## src/rtl/gnn_out_collector_if.sv

```systemverilog
// rtl/gnn_out_collector_if.sv - result stream bundle (word, slot index, valid/ready) for gnn_out_collector
interface gnn_out_collector_if #(
  parameter int OW = 21
);
  logic signed [OW-1:0] m_data;
  logic [2:0]           m_idx;
  logic                 m_valid;
  logic                 m_ready;

  modport master (output m_data, output m_idx, output m_valid, input m_ready);
  modport slave  (input m_data, input m_idx, input m_valid, output m_ready);
endinterface

```

## src/rtl/gnn_out_collector.sv

```systemverilog
// rtl/gnn_out_collector.sv - captures the 2*NODES layer-2 results of one inference and streams them in slot order
// Optional per-node argmax outputs (class_node/class_valid) enabled by defining GNN_OUT_ARGMAX_EN.
module gnn_out_collector #(
  parameter int OW    = 21,
  parameter int NODES = 4
) (
  input  logic                 clk,
  input  logic                 rst,
  input  logic                 in_ready,
  input  logic signed [OW-1:0] out0_node0,
  input  logic signed [OW-1:0] out1_node0,
  input  logic signed [OW-1:0] out0_node1,
  input  logic signed [OW-1:0] out1_node1,
  input  logic signed [OW-1:0] out0_node2,
  input  logic signed [OW-1:0] out1_node2,
  input  logic signed [OW-1:0] out0_node3,
  input  logic signed [OW-1:0] out1_node3,
  input  logic                 out10_ready_node0,
  input  logic                 out11_ready_node0,
  input  logic                 out10_ready_node1,
  input  logic                 out11_ready_node1,
  input  logic                 out10_ready_node2,
  input  logic                 out11_ready_node2,
  input  logic                 out10_ready_node3,
  input  logic                 out11_ready_node3,
  gnn_out_collector_if.master  m,
  output logic                 busy,
  output logic                 done,
  output logic                 overrun
`ifdef GNN_OUT_ARGMAX_EN
  ,
  output logic [NODES-1:0]     class_node,
  output logic                 class_valid
`endif
);

  localparam int SLOTS = 2 * NODES;
  localparam logic [2:0] LAST_IDX = 3'(SLOTS - 1);

  typedef enum logic [1:0] {IDLE, COLLECT, STREAM} state_t;

  state_t               state_q, state_d;
  logic [SLOTS-1:0]     mask_q, mask_d;
  logic signed [OW-1:0] slot_q [SLOTS];
  logic signed [OW-1:0] slot_d [SLOTS];
  logic [2:0]           idx_q, idx_d;
  logic                 valid_q, valid_d;
  logic signed [OW-1:0] data_q, data_d;
  logic                 done_q, done_d;
  logic                 overrun_q, overrun_d;

  logic signed [OW-1:0] res [SLOTS];
  logic [SLOTS-1:0]     flag;

  // Slot k = node*2 + out, so flag/result vectors share one index space.
  always_comb begin
    res[0] = out0_node0;
    res[1] = out1_node0;
    res[2] = out0_node1;
    res[3] = out1_node1;
    res[4] = out0_node2;
    res[5] = out1_node2;
    res[6] = out0_node3;
    res[7] = out1_node3;
    flag   = {out11_ready_node3, out10_ready_node3, out11_ready_node2, out10_ready_node2,
              out11_ready_node1, out10_ready_node1, out11_ready_node0, out10_ready_node0};
  end

  always_comb begin
    state_d   = state_q;
    mask_d    = mask_q;
    slot_d    = slot_q;
    idx_d     = idx_q;
    valid_d   = valid_q;
    data_d    = data_q;
    done_d    = 1'b0;
    overrun_d = overrun_q;
    case (state_q)
      IDLE: begin
        if (in_ready) begin
          state_d = COLLECT;
          mask_d  = '0;
        end
      end
      COLLECT: begin
        // A relaunch wins over both completion and any capture in the same cycle.
        if (in_ready) begin
          mask_d = '0;
        end else if (&mask_q) begin
          state_d = STREAM;
          idx_d   = '0;
          valid_d = 1'b1;
          data_d  = slot_q[0];
        end else begin
          for (int k = 0; k < SLOTS; k++) begin
            if (flag[k] && !mask_q[k]) begin
              slot_d[k] = res[k];
              mask_d[k] = 1'b1;
            end
          end
        end
      end
      STREAM: begin
        if (in_ready) overrun_d = 1'b1;
        if (valid_q && m.m_ready) begin
          if (idx_q == LAST_IDX) begin
            valid_d = 1'b0;
            done_d  = 1'b1;
            idx_d   = '0;
            state_d = IDLE;
          end else begin
            idx_d  = idx_q + 3'd1;
            data_d = slot_q[idx_q + 3'd1];
          end
        end
      end
      default: state_d = IDLE;
    endcase
  end

  always_ff @(posedge clk) begin
    if (rst) begin
      state_q   <= IDLE;
      mask_q    <= '0;
      idx_q     <= '0;
      valid_q   <= 1'b0;
      data_q    <= '0;
      done_q    <= 1'b0;
      overrun_q <= 1'b0;
      for (int k = 0; k < SLOTS; k++) slot_q[k] <= '0;
    end else begin
      state_q   <= state_d;
      mask_q    <= mask_d;
      idx_q     <= idx_d;
      valid_q   <= valid_d;
      data_q    <= data_d;
      done_q    <= done_d;
      overrun_q <= overrun_d;
      slot_q    <= slot_d;
    end
  end

  assign m.m_data  = data_q;
  assign m.m_idx   = idx_q;
  assign m.m_valid = valid_q;
  assign busy      = (state_q != IDLE);
  assign done      = done_q;
  assign overrun   = overrun_q;

`ifdef GNN_OUT_ARGMAX_EN
  logic [NODES-1:0] class_q, class_d;

  // Decision is frozen from the captured slots at the moment streaming starts.
  always_comb begin
    class_d = class_q;
    if (state_q == COLLECT && state_d == STREAM) begin
      for (int n = 0; n < NODES; n++) class_d[n] = (slot_q[2*n+1] > slot_q[2*n]);
    end
  end

  always_ff @(posedge clk) begin
    if (rst) class_q <= '0;
    else     class_q <= class_d;
  end

  assign class_node  = class_q;
  assign class_valid = valid_q;
`endif

endmodule
```

## src/flat_wrapper.sv

```systemverilog
// flat-port wrapper written by rule: the top's interface ports become plain ports
module gnn_out_collector_flat 
#(
  parameter int OW    = 21,
  parameter int NODES = 4
)
  (clk, rst, in_ready, out0_node0, out1_node0, out0_node1, out1_node1, out0_node2, out1_node2, out0_node3, out1_node3, out10_ready_node0, out11_ready_node0, out10_ready_node1, out11_ready_node1, out10_ready_node2, out11_ready_node2, out10_ready_node3, out11_ready_node3, busy, done, overrun, m_m_data, m_m_idx, m_m_valid, m_m_ready);
  gnn_out_collector_if #(.OW(OW)) m_i ();
  input  logic clk;
  input  logic rst;
  input  logic in_ready;
  input  logic signed [OW-1:0] out0_node0;
  input  logic signed [OW-1:0] out1_node0;
  input  logic signed [OW-1:0] out0_node1;
  input  logic signed [OW-1:0] out1_node1;
  input  logic signed [OW-1:0] out0_node2;
  input  logic signed [OW-1:0] out1_node2;
  input  logic signed [OW-1:0] out0_node3;
  input  logic signed [OW-1:0] out1_node3;
  input  logic out10_ready_node0;
  input  logic out11_ready_node0;
  input  logic out10_ready_node1;
  input  logic out11_ready_node1;
  input  logic out10_ready_node2;
  input  logic out11_ready_node2;
  input  logic out10_ready_node3;
  input  logic out11_ready_node3;
  output logic busy;
  output logic done;
  output logic overrun;
  output wire logic [$bits(m_i.m_data)-1:0] m_m_data;
  output wire logic [$bits(m_i.m_idx)-1:0] m_m_idx;
  output wire logic [$bits(m_i.m_valid)-1:0] m_m_valid;
  input wire logic [$bits(m_i.m_ready)-1:0] m_m_ready;
  assign m_m_data = m_i.m_data;
  assign m_m_idx = m_i.m_idx;
  assign m_m_valid = m_i.m_valid;
  assign m_i.m_ready = m_m_ready;
  gnn_out_collector #(.OW(OW), .NODES(NODES)) u_core (.clk(clk), .rst(rst), .in_ready(in_ready), .out0_node0(out0_node0), .out1_node0(out1_node0), .out0_node1(out0_node1), .out1_node1(out1_node1), .out0_node2(out0_node2), .out1_node2(out1_node2), .out0_node3(out0_node3), .out1_node3(out1_node3), .out10_ready_node0(out10_ready_node0), .out11_ready_node0(out11_ready_node0), .out10_ready_node1(out10_ready_node1), .out11_ready_node1(out11_ready_node1), .out10_ready_node2(out10_ready_node2), .out11_ready_node2(out11_ready_node2), .out10_ready_node3(out10_ready_node3), .out11_ready_node3(out11_ready_node3), .m(m_i), .busy(busy), .done(done), .overrun(overrun));
endmodule
```

## config.mk

```make
export PLATFORM = sky130hd
export DESIGN_NAME = gnn_out_collector_flat
export DESIGN_NICKNAME = d
export VERILOG_FILES = /design/src/rtl/gnn_out_collector_if.sv /design/src/rtl/gnn_out_collector.sv /design/src/flat_wrapper.sv
export SDC_FILE = /design/constraint.sdc
export NUM_CORES = 1
export LEC_CHECK = 0
export CAP_MARGIN = 0
export CORE_UTILIZATION = 30
export DETAILED_ROUTE_END_ITERATION = 7
export PLACE_DENSITY_LB_ADDON = 0.2
export SYNTH_ARGS = -nofsm -noshare
export SYNTH_HDL_FRONTEND = slang
export SYNTH_SLANG_ARGS = --single-unit
```

## constraint.sdc

```tcl
create_clock -name clk -period 3.3 [get_ports clk]
set_clock_uncertainty 0.2 [all_clocks]
set_input_delay 0.825 -clock clk [delete_from_list [all_inputs] [get_ports clk]]
set_output_delay 0.825 -clock clk [all_outputs]
set_load 0.1 [all_outputs]
```

==> results of run 1 <==
## cells by family after synthesis
| logic type | after synthesis |
|---|---|
| AO/OA/AOI/OAI | 269 |
| adder cells (fa/ha/maj) | 2 |
| buffers and inverters | 86 |
| flip-flops | 205 |
| multiplexers | 85 |
| AND/OR/NAND/NOR | 430 |
## power by group
group	leakage, uW	internal [uW]	switching (uW)
Combinational	0.00171	265	213
Sequential	0.00166	2540	35.3
Clock	0.000397	1580	1070
## layer usage
metal  track usage [%]  vias to the layer above  wire length (microns)
met1             28.05                     3762                  13990
met2             33.60                      257                  14150
met4             4.115                        0                    564
li1                  -                     4049                      -
met3             3.382                       41                   1991
met5                 0                        -                      0
## cell usage after synthesis, drive strengths merged
cell / count
clkbuf: 71
nor3b: 10
a21oi: 200
nand3: 1
a22oi: 22
ha: 2
or2: 2
nor2b: 2
and2: 1
or4b: 1
o21ai: 1
inv: 2
nor3: 23
a32oi: 21
o31a: 1
nand2b: 1
mux2i: 85
dfxtp: 205
nand4b: 1
a211oi: 22
o211a: 1
nand2: 360
nand3b: 8
nor2: 17
or3b: 1
a21o: 1
nand4: 2
buf: 13
## worst register-to-register path, stage by stage (launching register included)
cell and delay [ps]:
dfxtp_1 390, ha_4 190, ha_1 330, and2_1 540, nand2_1 280, a32oi_1 310
a211oi_1 110
## area by class of cell
| cell class | count | area [sq um] | area share, % |
|---|---|---|---|
| clock inverter | 8 | 82.58 | 0.6922 |
| inverter | 2 | 7.507 | 0.06293 |
| clock buffer | 35 | 711.9 | 5.967 |
| multi-input combinational | 786 | 4233 | 35.48 |
| tap | 378 | 473.0 | 3.964 |
| timing repair buffer | 239 | 2318 | 19.43 |
| sequential | 205 | 4104 | 34.40 |
## path summary, 6_finish.rpt
kind	from	endpoint	slack, ps	depth (start not counted)
hold / removal	u_core.slot_q[47]	u_core.slot_q[47]	250	2
setup reg to reg	u_core.m.m_idx[0]	u_core.m.m_data[14]	810	6
hold reg to reg	u_core.slot_q[47]	u_core.slot_q[47]	250	2
setup / recovery	u_core.m.m_idx[0]	u_core.m.m_data[14]	810	6
## stage by stage
stage	total power [uW]	cells	area, sq um	hold WS, ps
6_report	5694	1653	11930	253.3
2_1_floorplan	2787	1077	8625	235.7
3_3_place_gp	3105	1610	11140	241.0
4_1_cts	5744	1653	11930	254.2
5_1_grt	5881	1653	11930	268.9
3_5_place_dp	3106	1610	11140	246.1
## flip-flops by register name, summed over array words and instances (netlist names)
name              flops
u_core.done           1
u_core.overrun        1
u_core.slot_q       168
u_core.m.m_idx        3
u_core.mask_q         8
u_core.m.m_valid      1
u_core.m.m_data      21
u_core.state_q        2
==> metrics.csv, run 1 <==
metric;value;unit
status;complete, no violations;
rsz0062_at_grt;no;
p_per_area;477.3;nW/um^2
dpl_worst_slack;298.9;ps
cts_root_buf;clkbuf_16;
synth_fa_ha_area_share;0.2901;%
first_iter_violations;588;
antenna_left;0;
core-area;28010;sq um
dieHeight;171.6;microns
setup_viol;0;
cp-end-kind;flop;
crit_path_cell_trace;ha_4 -> ha_1 -> and2_1 -> nand2_1 -> a32oi_1 -> a211oi_1;
clock_path_buffers;3;
start_util;30.79;%
cts_tree;built;
drive_above_1_share;8.863;%
synthesis.area;8625;sq um
dp_hpwl;21980;microns
required;3470;ps
fp-row-count;61;
antennaDiodeCount;0;
max_freq;0.4021;GHz
synth_seq_cells;205;
vias_per_cell;4.906;
finalCriticalPeriod;2487;ps
overflow;0;
p_leak;0.003766;uW
area_growth;38.33;%
antenna_found_initial;0;
synthTopCellsByArea;dfxtp_1 (48%), nand2_1 (16%), a21oi_1 (12%);
worstSetupStartpointType;flop;
synthCells;1077;
vias;8109;
die_x;171.6;microns
cts_resized;0;
first_pass_iters;7;
clk-insertion-delay-late;530;ps
ios;208;
critical_path_class;flop to flop;
critPathTopFamily;simple AND/OR/NAND/NOR gates;
slew-limit-headroom;58.82;%
ir_worst_vdd;0.0002960;V
synth_top_area_share;47.58;%
grt_pass1_wl;45360;microns
path_clk_slew;60;ps
synth_xor_area_share;0;%
synth_nets;1259;
critPathBufInv;0;
finish.utilization;42.59;%
drc;0;
grt_usage;20.45;%
cp_slowest_cell;and2_1;
mostFrequentLayoutCells;nand2_1 (360), dfxtp_1 (205), a21oi_1 (200), clkdlybuf4s50_1 (178), mux2i_1 (85);
crit_fanout;18;
clock-sinks;205;
min_path_type;flop to flop;
setup_tns;0;ps
fin_nets;1440;
cts_max_level;1;
avgSynthCellArea;8.008;sq um
cpPeakStageDelay;540;ps
fill_cells;2840;
numCtsBuffers;24;
yosys.area_share.simple;20.32;%
synth_warnings;0;
grt_start_max_net_pins;78;
yosysTopAreaCell;dfxtp_1;
synthDistinctLibCells;30;
hold_viol;0;
cp.arrival;2660;ps
port_buffers;207;
maxCapViolations;0;
layout_worst_path_cycle_share;75.36;%
yosysSeqAreaShare;47.58;%
grt_pass1_vias;7840;
muxShareOfSynthArea;9.865;%
synth_top_family_by_area;simple AND/OR/NAND/NOR gates;
synth_compound_area_share;17.93;%
postLayoutSetupSlackWorst;813.0;ps
final_common_cell;nand2_1;
ctsHoldBuffers;0;
worst_slew_pin_slew;617.8;ps
wirelength;30700;microns
wire_per_inst;18.57;microns
cts_setup_buffers;0;
slew_violations;0;
dieArea;29430;sq um
place_congestion;0.8004;
No activity file was read; power rests on OpenSTA's default activity.
==> run 2, diff against run 1 <==
- clock period: 3.3 -> 2.1 ns (I/O delays scaled with it)
==> run 2 against run 1 <==
Net effect: core utilization increased by 3.4 points; first-iteration DRC count is 11% lower; sequential power up 57%; final cell count up 1.4%; largest power group is now registers.
==> metrics.csv, run 2 (same netlist as run 1, synthesis figures left out) <==
metric;value;unit
status;complete, no violations;
drive_above_1_share;13.25;%
cpPeakStageDelay;330;ps
port_buffers;207;
fin_nets;1467;
finalCriticalPeriod;2092;ps
clock-sinks;205;
first_pass_iters;5;
ios;208;
clk-insertion-delay-late;520;ps
cp-end-kind;primary output;
grt_start_max_net_pins;46;
antenna_found_initial;0;
final_common_cell;nand2_1;
grt_pass1_vias;7880;
layout_worst_path_cycle_share;99.62;%
largest_reg_flops;168;
cts_root_buf;clkbuf_16;
fp-row-count;61;
wirelength;30190;microns
p_leak;0.004063;uW
mostFrequentLayoutCells;nand2_1 (356), dfxtp_1 (199), a21oi_1 (194), clkdlybuf4s50_1 (178), mux2i_1 (79);
place_congestion;0.8389;
vias;8207;
cts_max_level;1;
slew-limit-headroom;73.29;%
first_iter_violations;525;
dieArea;29430;sq um
cts_tree;built;
min_path_type;primary input to flop;
core-area;28010;sq um
crit_path_cell_trace;buf_6 -> or2_4 -> buf_12;
grt_pass1_wl;45190;microns
regMostFlops;u_core.slot_q;
vias_per_cell;4.897;
wire_per_inst;18.01;microns
rsz0062_at_grt;yes;
dieHeight;171.6;microns
crit_fanout;6;
antennaDiodeCount;0;
required;1370;ps
die_x;171.6;microns
slew_violations;0;
ir_worst_vdd;0.0006282;V
path_clk_slew;60;ps
maxCapViolations;0;
cp.arrival;1370;ps
dpl_worst_slack;-564.8;ps
dp_cells;1637;
finish.utilization;45.97;%
worst_slew_pin_slew;389.4;ps
max_freq;0.4780;GHz
overflow;0;
clock_path_buffers;3;
cts_setup_buffers;0;
start_util;30.79;%
worstSetupStartpointType;flop;
dp_hpwl;22640;microns
hold_viol;0;
grt_usage;20.23;%
postLayoutSetupSlackWorst;8.031;ps
finalNonFillerCells;1676;
critical_path_class;flop to primary output;
setup_viol;0;
drc;0;
area_growth;49.30;%
cp_slowest_cell;dfxtp_2;
p_per_area;686.3;nW/um^2
antenna_left;0;
numCtsBuffers;24;
## run 2: cell types whose count changed in the layout (fill, tap and decap cells not counted), sizes merged
cell	change
clkinv	-3
clkbuf	-1
clkinvlp	+1
bufinv	-1
buf	+27
## run 2: layout make-up
class	instances	area [sq um]
fill	2753	15130
timing repair buffer	266	3148
tap	378	473.0
sequential	205	4119
clock inverter	5	31.28
multi-input combinational	786	4378
inverter	2	7.507
clock buffer	34	719.4
## run 2: timing repair
item	4_1_cts	5_1_grt
pin swaps	1	6
endpoints found under the setup margin	19	112
gates resized for setup	9	34
hold buffers	0	0
## run 2: power breakdown
part           internal, uW  total [uW]  switching (uW)
registers              3980        4040            57.4
logic                   465         810             346
clock network          2360        3990            1630
## run 2: layer usage
metal	track usage, %	routed length [microns]	up-vias
met5	0	0	-
met1	27.23	13500	3814
met4	4.891	705	0
met2	33.30	14010	253
met3	3.636	1967	45
li1	-	-	4095
## run 2: through the flow
step	cell area, sq um	TNS [ps]	hold slack [ps]	total power [uW]
floorplan	8678	-152.7	235.7	4376
global placement	11950	-87270	241.5	4916
detailed placement	11950	-87960	246.5	4919
CTS	12730	-7.745	174.8	8910
global route	12880	-58.11	189.8	9143
finish	12880	0	188.6	8836
## run 2: path summary, 6_finish.rpt
| kind | start | end | cells past startpoint | slack, ps |
|---|---|---|---|---|
| setup / recovery | u_core.state_q[1] | busy | 3 | 8 |
| hold / removal | rst | u_core.slot_q[22] | 2 | 190 |
| setup reg to reg | u_core.m.m_idx[1] | u_core.m.m_data[15] | 6 | 30 |
| hold reg to reg | u_core.slot_q[51] | u_core.slot_q[51] | 2 | 250 |
## run 2: worst max-delay path: cells and delay by family (launching register included)
family	cells	cell delay, ps
simple gates	1	230
buf+inv	2	290
flops	1	330
==> run 3, diff against run 2 <==
- GPL_TIMING_DRIVEN: not set -> 0
- clock period: 2.1 -> 2.6 ns (I/O delays scaled with it)
==> run 3 against run 2 <==
Net effect: setup slack gained 13 ps; first-iteration DRC count grew 14%; register-to-register slack is essentially flat; critical path type unchanged; critical endpoint is now m_m_data[1]; largest cell class unchanged.
==> metrics.csv, run 3 (same netlist as run 1, synthesis figures left out) <==
metric;value;unit
vias_per_cell;4.919;
start_util;30.79;%
core-area;28010;sq um
ff2ff_setup_slack;20;ps
status;complete, no violations;
worstSetupStartpointType;flop;
wirelength;32040;microns
dp_cells;1661;
die_x;171.6;microns
drc;0;
mostFrequentLayoutCells;nand2_1 (360), dfxtp_1 (203), a21oi_1 (197), clkdlybuf4s50_1 (178), mux2i_1 (76);
cts_tree;built;
worstReg2RegEnd;u_core.m.m_data[12];
setup_viol;0;
first_iter_violations;599;
worst_hold_path.endpoint;u_core.slot_q[2];
ir_worst_vdd;0.0003377;V
final_common_cell;nand2_1;
drive_above_1_share;8.548;%
hp-start;u_core.slot_q[2];
p_per_area;591.7;nW/um^2
r2r_cells;8;
first_pass_iters;8;
rsz0062_at_grt;yes;
grt_pass1_vias;8146;
setup_tns;0;ps
ios;208;
area_growth;39.56;%
placed_cell_area;11160;sq um
fill_cells;2905;
antennaDiodeCount;0;
required;1750;ps
path_clk_slew;60;ps
dieHeight;171.6;microns
crit_path_cell_trace;clkdlybuf4s15_1;
layout_worst_path_cycle_share;99.18;%
vias;8363;
post-route-cell-area;12040;sq um
clock_path_buffers;3;
crit_fanout;2;
min_path_cells;2;
dp_hpwl;24880;microns
critPathBufInv;1;
cp-end-kind;primary output;
worst_slew_pin_slew;1025;ps
finalNonFillerCells;1700;
cts_max_level;1;
max_freq;0.3878;GHz
grt_start_max_net_pins;13;
p_leak;0.003786;uW
finalCriticalPeriod;2579;ps
cp.arrival;1730;ps
clock-sinks;205;
antenna_left;0;
largest_reg_flops;168;
clk-insertion-delay-late;510;ps
fin_nets;1490;
min_path_type;flop to flop;
antenna_found_initial;0;
regMostFlops;u_core.slot_q;
overflow;0;
slew_violations;0;
place_congestion;0.8623;
cp_slowest_cell;clkdlybuf4s15_1;
port_buffers;206;
numCtsBuffers;23;
grt_usage;21.32;%
critPathTopFamily;buffers and inverters;
cpPeakStageDelay;880;ps
critical_path_class;flop to primary output;
dieArea;29430;sq um
finish.utilization;42.97;%
cp_num_cells;1;
hold_viol;0;
cts_root_buf;clkbuf_16;
r2r_start;u_core.m.m_idx[0];
wire_per_inst;18.85;microns
slew-limit-headroom;31.91;%
ctsHoldBuffers;0;
fp-row-count;61;
maxCapViolations;0;
grt_pass1_wl;47060;microns
holdWs;251.4;ps
[run 3: cell types whose count changed in the layout (fill, tap and decap cells not counted), sizes merged]
cell / delta
dlygate4sd2: +3
clkbuf: +81
clkdlybuf4s15: +18
clkinv: -1
inv: -1
buf: -78
bufinv: +2
[run 3: report_power, final]
group	internal, uW	switching, uW	total [uW]
clock network	1960	1280	3240
logic	333	287	619
registers	3220	47.5	3270
[run 3: timing repair]
| action | in CTS | in global routing |
|---|---|---|
| setup buffers | 0 | 0 |
| resized for setup | 77 | 69 |
| pin swaps | 0 | 0 |
| setup endpoints to repair | 158 | 129 |
[run 3: how the worst max path moves through the flow]
stage,end,start
global placement,u_core.slot_q[52],in_ready
CTS,u_core.m.m_data[17],u_core.m.m_idx[0]
finish,m_m_data[1],u_core.m.m_data[1]
detailed placement,u_core.slot_q[51],in_ready
floorplan,u_core.m.m_data[9],u_core.m.m_idx[2]
global route,u_core.m.m_data[8],u_core.m.m_idx[0]
[run 3: cell type report]
class	instances	area [sq um]	share of cell area, %
Sequential cell	205	4106	34.12
Multi-Input combinational cell	786	4279	35.55
Tap cell	378	473.0	3.929
Clock buffer	34	666.9	5.541
Timing Repair Buffer	206	2038	16.93
Clock inverter	5	77.57	0.6445
Buffer	84	387.9	3.222
Inverter	2	7.507	0.06237
[run 3: layer usage]
metal  share of wire, %  global-route usage [%]  routed length (microns)
met4                1.8                   4.542                      585
met2                 46                   35.45                    14660
met3                8.1                   3.566                     2584
met1                 44                   28.78                    14210
met5                  0                       0                        0
[run 3: stage by stage]
stage | power [uW] | setup WS, ps
4_1_cts | 7169 | 3.096
3_5_place_dp | 3941 | -915.6
2_1_floorplan | 3537 | 58.04
3_3_place_gp | 3937 | -923.4
6_report | 7123 | 21.39
5_1_grt | 7357 | -1.096
[run 3: worst reg2reg max path: cells and delay by family (launching register included)]
kind            cells  cell delay [ps]
mux                 1              410
fa+ha+maj           1              280
flops               1              370
buf+inv             3              690
compound gates      3              490
